$ cat config.mk
export PLATFORM = sky130hd
export DESIGN_NAME = player_shooter
export DESIGN_NICKNAME = d
export VERILOG_FILES = /design/src/rtl/player_shooter_pkg.sv /design/src/rtl/timer_1us.sv /design/src/rtl/player_shooter.sv
export SDC_FILE = /design/constraint.sdc
export NUM_CORES = 1
export LEC_CHECK = 0
export CAP_MARGIN = 20
export CORE_AREA = 2 2 91 93
export DETAILED_ROUTE_END_ITERATION = 10
export DIE_AREA = 0 0 93 95
export GPL_TIMING_DRIVEN = 1
export SLEW_MARGIN = 20
export SYNTH_ARGS = -nofsm -noshare
export SYNTH_HDL_FRONTEND = slang
export SYNTH_SLANG_ARGS = --single-unit
$ cat constraint.sdc
create_clock -name clk_36MHz -period 4 [get_ports clk_36MHz]
set_input_delay 0.4 -clock clk_36MHz [delete_from_list [all_inputs] [get_ports clk_36MHz]]
set_output_delay 0.4 -clock clk_36MHz [all_outputs]
set_load 0.05 [all_outputs]
$ cat src/rtl/player_shooter_pkg.sv
// Shared game constants and the player-side state encoding.
package player_shooter_pkg;

    localparam int NUM_COLS         = 20;
    localparam int PLAYER_ROW       = 15;
    localparam int BULLET_START_ROW = 14;
    localparam int PARK_ROW         = 0;
    localparam int PLAYER_RESET_X   = 10;

    typedef enum logic [1:0] {
        WAIT_START = 2'd0,
        READY      = 2'd1,
        FLYING     = 2'd2
    } shooter_state_t;

endpackage

$ cat src/rtl/timer_1us.sv
// Free-running microsecond timer: one-cycle tick every US microseconds.
module timer_1us #(
    parameter int US = 1
) (
    input  logic clk_36MHz,
    input  logic reset,
    input  logic en,
    output logic tick
);

    localparam int CLKS_PER_US = 36;
    localparam int UW = (US > 1) ? $clog2(US) : 1;

    logic [5:0]    cyc_cnt;
    logic [UW-1:0] us_cnt;
    logic          cyc_wrap;
    logic          us_wrap;

    assign cyc_wrap = (cyc_cnt == 6'(CLKS_PER_US - 1));
    assign us_wrap  = (us_cnt == UW'(US - 1));

    always_ff @(posedge clk_36MHz) begin
        if (!reset) begin
            cyc_cnt <= '0;
            us_cnt  <= '0;
            tick    <= 1'b0;
        end else begin
            tick <= 1'b0;
            if (en) begin
                if (cyc_wrap) begin
                    cyc_cnt <= '0;
                    if (us_wrap) begin
                        us_cnt <= '0;
                        tick   <= 1'b1;
                    end else begin
                        us_cnt <= us_cnt + 1'b1;
                    end
                end else begin
                    cyc_cnt <= cyc_cnt + 1'b1;
                end
            end
        end
    end

endmodule

$ cat src/rtl/player_shooter.sv
// Cannon position, single player bullet and hit score.
module player_shooter
    import player_shooter_pkg::*;
#(
    parameter int BULLET_US = 20000,
    parameter int PLAYER_US = 50000
) (
    input  logic       clk_36MHz,
    input  logic       reset,
    input  logic       start,
    input  logic       fire,
    input  logic       move_left,
    input  logic       move_right,
    input  logic       hit,
    output logic [4:0] bullet_x,
    output logic [3:0] bullet_y,
    output logic       bullet_active,
    output logic [4:0] player_x,
    output logic [7:0] score
);

    shooter_state_t state, state_n;
    logic [4:0] bullet_x_n;
    logic [3:0] bullet_y_n;
    logic       bullet_active_n;
    logic [4:0] player_x_n;
    logic [7:0] score_n;
    logic       fire_q;
    logic       hit_q;
    logic       bullet_tick;
    logic       player_tick;
    logic       fire_edge;
    logic       hit_edge;
    logic       in_game;

    timer_1us #(.US(BULLET_US)) u_bullet_timer (
        .clk_36MHz (clk_36MHz),
        .reset     (reset),
        .en        (1'b1),
        .tick      (bullet_tick)
    );

    timer_1us #(.US(PLAYER_US)) u_player_timer (
        .clk_36MHz (clk_36MHz),
        .reset     (reset),
        .en        (1'b1),
        .tick      (player_tick)
    );

    assign fire_edge = fire & ~fire_q;
    assign hit_edge  = hit & ~hit_q;
    assign in_game   = (state != WAIT_START);

    always_ff @(posedge clk_36MHz) begin
        if (!reset) begin
            state         <= WAIT_START;
            bullet_x      <= '0;
            bullet_y      <= 4'(PARK_ROW);
            bullet_active <= 1'b0;
            player_x      <= 5'(PLAYER_RESET_X);
            score         <= '0;
            fire_q        <= 1'b0;
            hit_q         <= 1'b0;
        end else begin
            state         <= state_n;
            bullet_x      <= bullet_x_n;
            bullet_y      <= bullet_y_n;
            bullet_active <= bullet_active_n;
            player_x      <= player_x_n;
            score         <= score_n;
            fire_q        <= fire;
            hit_q         <= hit;
        end
    end

    always_comb begin
        state_n         = state;
        bullet_x_n      = bullet_x;
        bullet_y_n      = bullet_y;
        bullet_active_n = bullet_active;
        player_x_n      = player_x;
        score_n         = score;

        unique case (state)
            WAIT_START: begin
                if (start)
                    state_n = READY;
            end
            READY: begin
                if (fire_edge) begin
                    state_n         = FLYING;
                    bullet_x_n      = player_x;
                    bullet_y_n      = 4'(BULLET_START_ROW);
                    bullet_active_n = 1'b1;
                end
            end
            FLYING: begin
                // A hit outranks the tick so a coincident tick never moves it
                if (hit_edge || (bullet_tick && bullet_y == 4'd1)) begin
                    state_n         = READY;
                    bullet_y_n      = 4'(PARK_ROW);
                    bullet_active_n = 1'b0;
                end else if (bullet_tick) begin
                    bullet_y_n = bullet_y - 1'b1;
                end
            end
            default: state_n = WAIT_START;
        endcase

        if (in_game && hit_edge && score != 8'hFF)
            score_n = score + 1'b1;

        if (in_game && player_tick) begin
            if (move_left && !move_right &&
                player_x != 5'(NUM_COLS - 1))
                player_x_n = player_x + 1'b1;
            else if (move_right && !move_left &&
                     player_x != 5'd0)
                player_x_n = player_x - 1'b1;
        end
    end

endmodule

======== Word level (Yosys, flattened, before mapping) ========
Cells that the tools add are included.
word-level totals
  flip-flop bits (word level) ............. 72
  word-level logic and storage cells ...... 82
  output and inout bits ................... 23
  input port bits ......................... 7
cells by class
  muxes and demuxes ....................... 17
  add/sub/neg operators ................... 8
  reduce and logical (&&, ||, !) cells .... 25
  equal/unequal tests ..................... 13
  bitwise logic cells ..................... 5
operators with widths
  operator                                                            number
  16-bit by 1-bit adder with 16-bit output, second input constant     1
  16-bit equality test, second input constant                         1
  16-bit two-way mux                                                  1
  15-bit by 1-bit adder with 15-bit output, second input constant     1
  15-bit equality test, second input constant                         1
  15-bit two-way mux                                                  1
  6-bit by 1-bit adder with 6-bit output, second input constant       2
  6-bit equality test, second input constant                          2
  4-bit two-way mux                                                   3
  5-bit two-way mux                                                   2
  3-bit AND reduction                                                 3
  8-bit by 1-bit adder with 8-bit output, second input constant       1
  1-bit logical AND                                                   8
  8-bit != test, second input constant                                1
  4-bit case mux with 2 select lines                                  1
  2-bit AND reduction                                                 4
  2-bit two-way mux                                                   3
  2-bit != test, second input constant                                3
  2-bit case mux with 3 select lines                                  1
  2-bit nonzero test                                                  3
  5-bit by 1-bit adder with 5-bit output, second input constant       1
  5-bit != test, second input constant                                1
  5-bit nonzero test                                                  1
  5-bit by 1-bit subtractor with 5-bit output, second input constant  1
  other kinds (13)                                                    21

======== Depth between registers and ports, before layout ========
Gate-level depths: netlist (run 1).
  depth after elaboration ................. 5
  gate-level depth with buffers ........... 8
  mapped depth without buffers ............ 8

======== By module ========
From an unflattened synthesis (run 1), not the netlist that was laid out.
second synthesis, totals
  cells, all modules ...................... 387
  area, all modules ....................... 3,483.3 um^2
by module, submodules not included
  module                       area an instance (um^2)  instances  cells an instance  seq. area each (um^2)
  player_shooter               1,361.3                  1          146                540.5
  timer_1us at u_bullet_timer  1,072.3                  1          120                440.4
  timer_1us at u_player_timer  1,049.8                  1          121                460.4

======== Least setup slack after synthesis (run 1) ========
OpenSTA, ideal clock, no wires.
  kind .................................... register to register
  from .................................... reg player_x[0]
  to ...................................... reg player_x[4]
  setup slack ............................. 1.569 ns
  arrival time ............................ 2.360 ns
  path buffers ............................ 0
  cell stages (with the launch flop) ...... 9
  data required time ...................... 3.928 ns
  library setup time ...................... 0.072 ns
  period minus slack after synthesis ...... 2.431 ns
  cells stage by stage .................... dfxtp_1 nor4bb_1 a21oi_1 inv_1 ha_1 a21oi_1 nand2_1 o32ai_1 mux2i_1
between the ends
  cells in the longest elaborated chain, start to end .. 4
  elaborated cells between the ends (all ways) .. 10
  those cells by class .................... add/sub (2); eq/ne (1); mux (2); reduce/logical (5)
RTL lines
  element                                                                                              RTL line              text
  start: declaration                                                                                   player_shooter.sv:18  output logic [4:0] player_x,
  start signal: assignment                                                                             player_shooter.sv:60  player_x <= 5'(PLAYER_RESET_X);
  start signal: assignment                                                                             player_shooter.sv:69  player_x <= player_x_n;
  parallel branches: the longest is 4 deep, another holds 5-bit by 1-bit subtractor with 5-bit output  n/a
Several ways; the timed one is not identified. The select of a mux whose other input is x is not followed.
A chain may end at the register's enable or synchronous reset.

======== Worst setup path in the final report (run 1) ========
  from .................................... reg u_player_timer.cyc_cnt[0]
  to ...................................... reg u_player_timer.us_cnt[12]
between the ends
  cells in the longest elaborated chain, start to end .. 1
RTL lines
  element                   RTL line         text
  start: declaration        timer_1us.sv:14  logic [5:0] cyc_cnt;
  start signal: assignment  timer_1us.sv:39  cyc_cnt <= cyc_cnt + 1'b1;
  6-bit equality test       timer_1us.sv:19  assign cyc_wrap = (cyc_cnt == 6'(CLKS_PER_US - 1));
  end signal: assignment    timer_1us.sv:36  us_cnt <= us_cnt + 1'b1;
  end: declaration          timer_1us.sv:15  logic [UW-1:0] us_cnt;
Every way passes these cells.

==> summary.md, run 1 <==
| Metric | Value |
|---|---|
| Root buffer cell | `clkbuf_8` |
| CTS Buffer Depth | `2` |
| Die ar. | `around 8800 um^2` |
| Rel. slew slack | `35.3%` |
| CP Max Fanout | `9` |
| F_max | `between 300 and 400 MHz` |
| Flop-to-flop setup slack | `between 1 and 1.5 ns` |
| RSZ-0062 raised after global routing | `no` |
| Tcrit/Tclk final | `64.8%` |
| Post-CTS Resized | `0` |
| Core area | `7930 um^2` |
| Slew @ Worst Pin | `0.965 ns` |
| DRC | `0` |
| H-tree levels | `3` |
| Die Y-Extent | `roughly 95 um` |
| Sw Share | `around 31%` |
| R2R depth | `6` |
| Post-synthesis sequential area ratio | `40.5%` |
| Commonest non-fill, non-tap cell in the layout | `dfxtp_1` |
| Drt pass-1 iters | `4` |
| Sink Count | `72` |
| Initial Util | `44.9%` |
| Routed length per instance | `13.5 um` |
| Reg clk slew, reported paths | `0.07 ns` |
| Leak | `1.42 nW` |
| Mapped Cells | `just over 400` |
| Syn. warnings | `0` |
| Post-DRT Antenna Nets | `0` |
| WS Path Type | `flip-flop to flip-flop` |
| Sw Pwr | `~0.52 mW` |
| TritonCTS Buffers | `9` |
| Global Route met3 Usage | `3.75%` |
| Clock Power Share | `31.5%` |
| Seq pwr share | `a little under half` |
| Yosys cell types | `50` |
| Crit path required time | `4.21 ns` |
| Synth Cell Area | `3560 um^2` |
| M2 GR Usage | `~28%` |
| Min-delay src | `u_bullet_timer.cyc_cnt[0]` |
| Post-CTS Hold Fix Bufs | `0` |
| Hold path endpoint | `u_bullet_timer.cyc_cnt[0]` |
| Initial antenna violation count | `0` |
| TritonCTS clock tree | `done` |
| Ys async rst share | `0%` |
| P_int | `1.16 mW` |
| Gr busiest metal | `met2` |
| Clk Latency, worst-skew pair | `~0.33 ns` |
| Global route total overflow | `0` |
| Max-slew violation count | `0` |
| Routability cong. | `around 0.83` |
| Routed vias | `~3000` |
| Comb pwr share | `between 20% and 30%` |
| PD cells | `roughly 410 nW/um^2` |
| Final min period | `roughly 2.6 ns` |
| VDD IR max | `0.000166 V` |
| Ys flop type | `dfxtp_1` |
| Post-place instance area | `3920 um^2` |
| Port Buffers | `29` |
| Layout area overhead | `15.4%` |
| Max Cap Viol | `0` |
| Total power draw | `between 1.5 and 2 mW` |
| Pin count of the biggest net entering global routing | `18` |
| Nets | `451` |
| EDFF count, synth | `0` |
| RR Startpoint | `u_player_timer.cyc_cnt[0]` |
| Worst Hold Depth | `1` |
| Crit path DAT | `2.80 ns` |
| Endpoint class of the critical path | `flip-flop` |
| Global-route wire length before repair | `12700 um` |
| I/O pin cnt | `30` |
| Post-route cell area | `4100 um^2` |
| Site Rows | `33` |
| Drt total wl | `7280 um` |
| N_diodes | `0` |
| R2R Path End | `u_player_timer.us_cnt[12]` |
| Post-CTS setup buffer count | `0` |
| Syn_nets | `426` |
| Syn avg cell area | `a little under 9 um^2` |
| Share of cells above drive strength 1 | `5.53%` |
| GRT Overall Usage | `17.6%` |
| Commonest cells after routing, fill and taps aside | `dfxtp_1, nor2_1, clkdlybuf4s50_1` |
| Die width | `93 um` |
| Violation count after the first detailed-route iteration | `162` |
| Clock Skew | `around 0.0092 ns` |
| Vias in the first global route | `between 2000 and 3000` |
| Hold crit path type | `flip-flop to flip-flop` |
| Outcome | `completed` |
| Number of synthesized register bits | `72` |
| Setup TNS | `0 ns` |
| DP HPWL | `slightly above 5000 um` |
| Final setup violation count | `0` |
| Via/cell ratio | `5.46` |
| CP startpoint kind | `flip-flop` |
| Met1 usage in global routing | `24.1%` |
| Final Hold Viols | `0` |
[layer usage]
layer / vias to the layer above / share of wire (%)
met1: 1370 / 51
met3: 7 / 3.5
met4: 0 / 1.0
met2: 46 / 44
li1: 1518 / -
met5: - / 0
[cells in the mapped netlist (all sizes together) (2+ instances only)]
cell type	n	share of area [%]
dfxtp	72	41
nor2	43	4.5
a21oi	28	4.2
nand2	22	2.3
nand3	20	2.8
o21ai	17	2.4
xnor2	15	3.7
ha	14	4.9
clkbuf	13	1.4
or3	13	2.3
or4	13	3.1
xor2	13	3.2
inv	12	1.3
nand4	11	1.9
o31ai	8	1.7
mux2i	7	2.0
o211ai	7	1.5
and3	6	1.1
nand2b	6	1.1
nor4	6	1.1
nor3	5	0.70
nor4b	5	1.2
a21o	4	0.84
and2	4	0.70
buf	4	0.70
nand4bb	4	1.3
nor4bb	4	1.1
and4	3	0.74
nand3b	3	0.63
nor2b	3	0.53
nor3b	3	0.63
o21a	2	0.42
or2	2	0.35
[sequential cells by signal (all words and copies together) (netlist names)]
name and flops:
bullet_active 1, bullet_x 5, bullet_y 4, fire_q 1
hit_q 1, player_x 5, score 8, state 2
u_bullet_timer.cyc_cnt 6, u_bullet_timer.tick 1, u_bullet_timer.us_cnt 15, u_player_timer.cyc_cnt 6
u_player_timer.tick 1, u_player_timer.us_cnt 16
[layout make-up]
type / count / area (um^2)
Timing Repair Buffer: 31 / 305
Multi-Input combinational cell: 303 / 2000
Tap cell: 105 / 131
Sequential cell: 72 / 1440
Clock buffer: 12 / 155
Inverter: 12 / 45.0
Clock inverter: 4 / 28.8
Fill cell: 781 / 3820
[metrics by stage]
| stage | utilization, % | instances | hold slack, ns | setup WS (ns) |
|---|---|---|---|---|
| floorplan | - | 404 | 0.413 | 1.57 |
| global placement | 49.4 | 523 | 0.426 | 1.50 |
| detailed placement | 49.4 | 523 | 0.451 | 1.38 |
| CTS | 51.8 | 539 | 0.462 | 1.41 |
| global route | 51.8 | 539 | 0.479 | 1.24 |
| finish | 51.8 | 539 | 0.461 | 1.41 |
[worst max-delay path by stage]
stage,start,to,slack [ns]
after global placement,move_right,player_x[4],1.50
after detailed placement,move_right,player_x[4],1.38
after floorplan,player_x[0],player_x[4],1.57
after global routing,u_player_timer.cyc_cnt[0],u_player_timer.us_cnt[14],1.24
after CTS,u_player_timer.cyc_cnt[0],u_player_timer.us_cnt[12],1.41
final,u_player_timer.cyc_cnt[0],u_player_timer.us_cnt[12],1.41
[critical path, cell delays in order (launching register included)]
cell	delay, ns
dfxtp_1	0.37
ha_1	0.22
nand4bb_1	0.31
or3_1	0.58
o21ai_0	0.64
buf_4	0.29
a21oi_1	0.06
[power groups by stage]
stage | logic [mW] | registers [mW] | clock network, mW
floorplan | 0.189 | 0.877 | 0
detailed placement | 0.361 | 0.805 | 0
global placement | 0.357 | 0.804 | 0
finish | 0.360 | 0.789 | 0.528
CTS | 0.363 | 0.788 | 0.551
global route | 0.404 | 0.796 | 0.583
[logic make-up (layout without fill, tap and decap cells)]
family | Yosys count | in the layout | synth area share, %
simple gates | 179 | 179 | 28.9
compound gates | 74 | 74 | 12.9
xor+xnor | 28 | 28 | 6.90
fa+ha+maj | 15 | 15 | 5.49
buf+inv | 29 | 59 | 3.34
flops | 72 | 72 | 40.5
mux | 7 | 7 | 1.97
(Power assumes the default switching activity.)
==> run 2: changes to the inputs <==
==> constraint.sdc (replaced) <==
create_clock -name clk_36MHz -period 2.62 [get_ports clk_36MHz]
set_input_delay 0.262 -clock clk_36MHz [delete_from_list [all_inputs] [get_ports clk_36MHz]]
set_output_delay 0.262 -clock clk_36MHz [all_outputs]
set_load 0.05 [all_outputs]
==> summary.md, run 2 (synthesis results as in run 1) <==
| Metric | Value |
|---|---|
| Outcome | `completed` |
| Share of cells above drive strength 1 | `5.94%` |
| Setup TNS | `0 ns` |
| Tcrit/Tclk final | `between 80% and 90%` |
| R2R depth | `8` |
| Max Cap Viol | `0` |
| Vias in the first global route | `2790` |
| Hold slack | `around 0.45 ns` |
| Commonest cells after routing, fill and taps aside | `dfxtp_1, nor2_1, clkdlybuf4s50_1` |
| Via/cell ratio | `around 5.5` |
| WS Path Type | `flip-flop to flip-flop` |
| Final setup violation count | `0` |
| R2R Path End | `player_x[4]` |
| Global-route wire length before repair | `~13000 um` |
| VDD IR max | `about 0.00027 V` |
| TritonCTS Buffers | `9` |
| Nets | `455` |
| Slowest-stage cell, CP | `dfxtp_1` |
| Worst path cell trace | `nor4bb_1 -> a21oi_1 -> inv_1 -> ha_1 -> a21oi_1 -> nand2_1 -> o32ai_1 -> mux2i_1` |
| Clk Latency, worst-skew pair | `0.35 ns` |
| TritonCTS clock tree | `done` |
| Worst Hold Depth | `1` |
| Global route total overflow | `0` |
| Rel. slew slack | `58.7%` |
| Max-slew violation count | `0` |
| CP startpoint kind | `flip-flop` |
| GRT Overall Usage | `17.9%` |
| Final setup margin | `just over 0.3 ns` |
| PD cells | `653 nW/um^2` |
| Total power draw | `approximately 2.7 mW` |
| N_diodes | `0` |
| CP Max Fanout | `8` |
| RR Startpoint | `player_x[0]` |
| Post-CTS Hold Fix Bufs | `0` |
| CTS Buffer Depth | `2` |
| Die width | `93 um` |
| Routed vias | `2977` |
| CP peak stage delay | `0.47 ns` |
| Hold crit path type | `flip-flop to flip-flop` |
| Sink Count | `slightly above 70` |
| Total stage count of the critical path | `8` |
| Commonest non-fill, non-tap cell in the layout | `dfxtp_1` |
| Buf/Inv on CP | `1` |
| Registers with the most flip-flops | `u_player_timer.us_cnt (16), u_bullet_timer.us_cnt (15), score (8)` |
| Post-route cell area | `~4200 um^2` |
| F_max | `432 MHz` |
| Crit path DAT | `roughly 2.6 ns` |
| Die ar. | `about 9000 um^2` |
| Post-DRT Antenna Nets | `0` |
| Core area | `between 7000 and 8000 um^2` |
| I/O pin cnt | `30` |
| Root buffer cell | `clkbuf_8` |
| Pin count of the biggest net entering global routing | `29` |
| Post-place instance area | `a little under 4000 um^2` |
| RSZ-0062 raised after global routing | `no` |
| H-tree levels | `3` |
| Post-CTS setup buffer count | `0` |
| Routability cong. | `0.778` |
| Endpoint class of the critical path | `flip-flop` |
| Final min period | `2.31 ns` |
| Slew @ Worst Pin | `0.613 ns` |
| Leak | `1.45 nW` |
| Flop-to-flop setup slack | `just over 0.3 ns` |
| CP dominant cell by count | `a21oi_1` |
| Port Buffers | `29` |
| Violation count after the first detailed-route iteration | `82` |
| Reg clk slew, reported paths | `0.07 ns` |
| Crit path required time | `2.90 ns` |
| Final Hold Viols | `0` |
| Top reg by flops | `u_player_timer.us_cnt` |
| Critical Path Sink | `player_x[4]` |
| DRC | `0` |
| Delay-heaviest family, CP | `compound AO/OA/AOI/OAI gates` |
| Clock Skew | `0.00888 ns` |
| Drt total wl | `about 7400 um` |
| Drt pass-1 iters | `4` |
| CP Launch Point | `player_x[0]` |
| Routed length per instance | `13.7 um` |
| DP HPWL | `5300 um` |
| Initial antenna violation count | `0` |
| Die Y-Extent | `95 um` |
| Post-CTS Resized | `0` |
| Site Rows | `33` |
| Largest register FFs | `16` |
| Layout area overhead | `17.1%` |
| Post-Place Setup Slack | `0.215 ns` |
| Initial Util | `44.9%` |
run 2: cell types whose count changed in the layout (fill, tap and decap cells not counted), sizes merged:
cell | before | now
clkinvlp | 2 | 0
bufinv | 0 | 2
buf | 2 | 6
clkinv | 2 | 1
clkbuf | 12 | 13
run 2: worst reg2reg max path, stage by stage, from the launching register on:
cell and delay [ns]:
dfxtp_1 0.47, nor4bb_1 0.40, a21oi_1 0.15, inv_1 0.18, ha_1 0.30, a21oi_1 0.19, nand2_1 0.08, o32ai_1 0.28
mux2i_1 0.21
run 2: routing by layer:
| layer | wire (um) | GRT usage (%) | vias up |
|---|---|---|---|
| li1 | - | - | 1526 |
| met2 | 3450 | 28.6 | 43 |
| met5 | 0 | 0 | - |
| met3 | 256 | 3.67 | 11 |
| met4 | 107 | 7.84 | 0 |
| met1 | 3630 | 23.6 | 1397 |
run 2: worst min-delay path by stage:
stage	startpoint	end	slack, ns
2_1_floorplan	fire	fire_q	0.38
3_3_place_gp	u_bullet_timer.cyc_cnt[0]	u_bullet_timer.cyc_cnt[0]	0.43
3_5_place_dp	u_bullet_timer.cyc_cnt[0]	u_bullet_timer.cyc_cnt[0]	0.44
4_1_cts	u_bullet_timer.cyc_cnt[0]	u_bullet_timer.cyc_cnt[0]	0.45
5_1_grt	u_bullet_timer.cyc_cnt[0]	u_bullet_timer.cyc_cnt[0]	0.47
6_report	u_bullet_timer.cyc_cnt[0]	u_bullet_timer.cyc_cnt[0]	0.45
run 2: power by group:
part	internal (mW)	total [mW]	leakage [nW]	switching, mW
sequential	1.15	1.20	0.583	0.0537
clock	0.562	0.960	0.108	0.398
combinational	0.220	0.552	0.762	0.332
run 2: cell type report:
| type | instances | area (um^2) |
|---|---|---|
| fillers | 800 | 3760 |
| multi-input cells | 303 | 2000 |
| flip-flops and latches | 72 | 1440 |
| repair buffers | 35 | 335 |
| clock buffers | 13 | 149 |
| well taps | 105 | 131 |
| clock inverters | 3 | 65.1 |
| inverters | 12 | 45.0 |
run 2: through the flow:
step	std cells	utilization, %
after global placement	527	49.8
after global routing	543	52.5
after CTS	543	52.5
after floorplan	404	-
final	543	52.5
after detailed placement	527	49.8
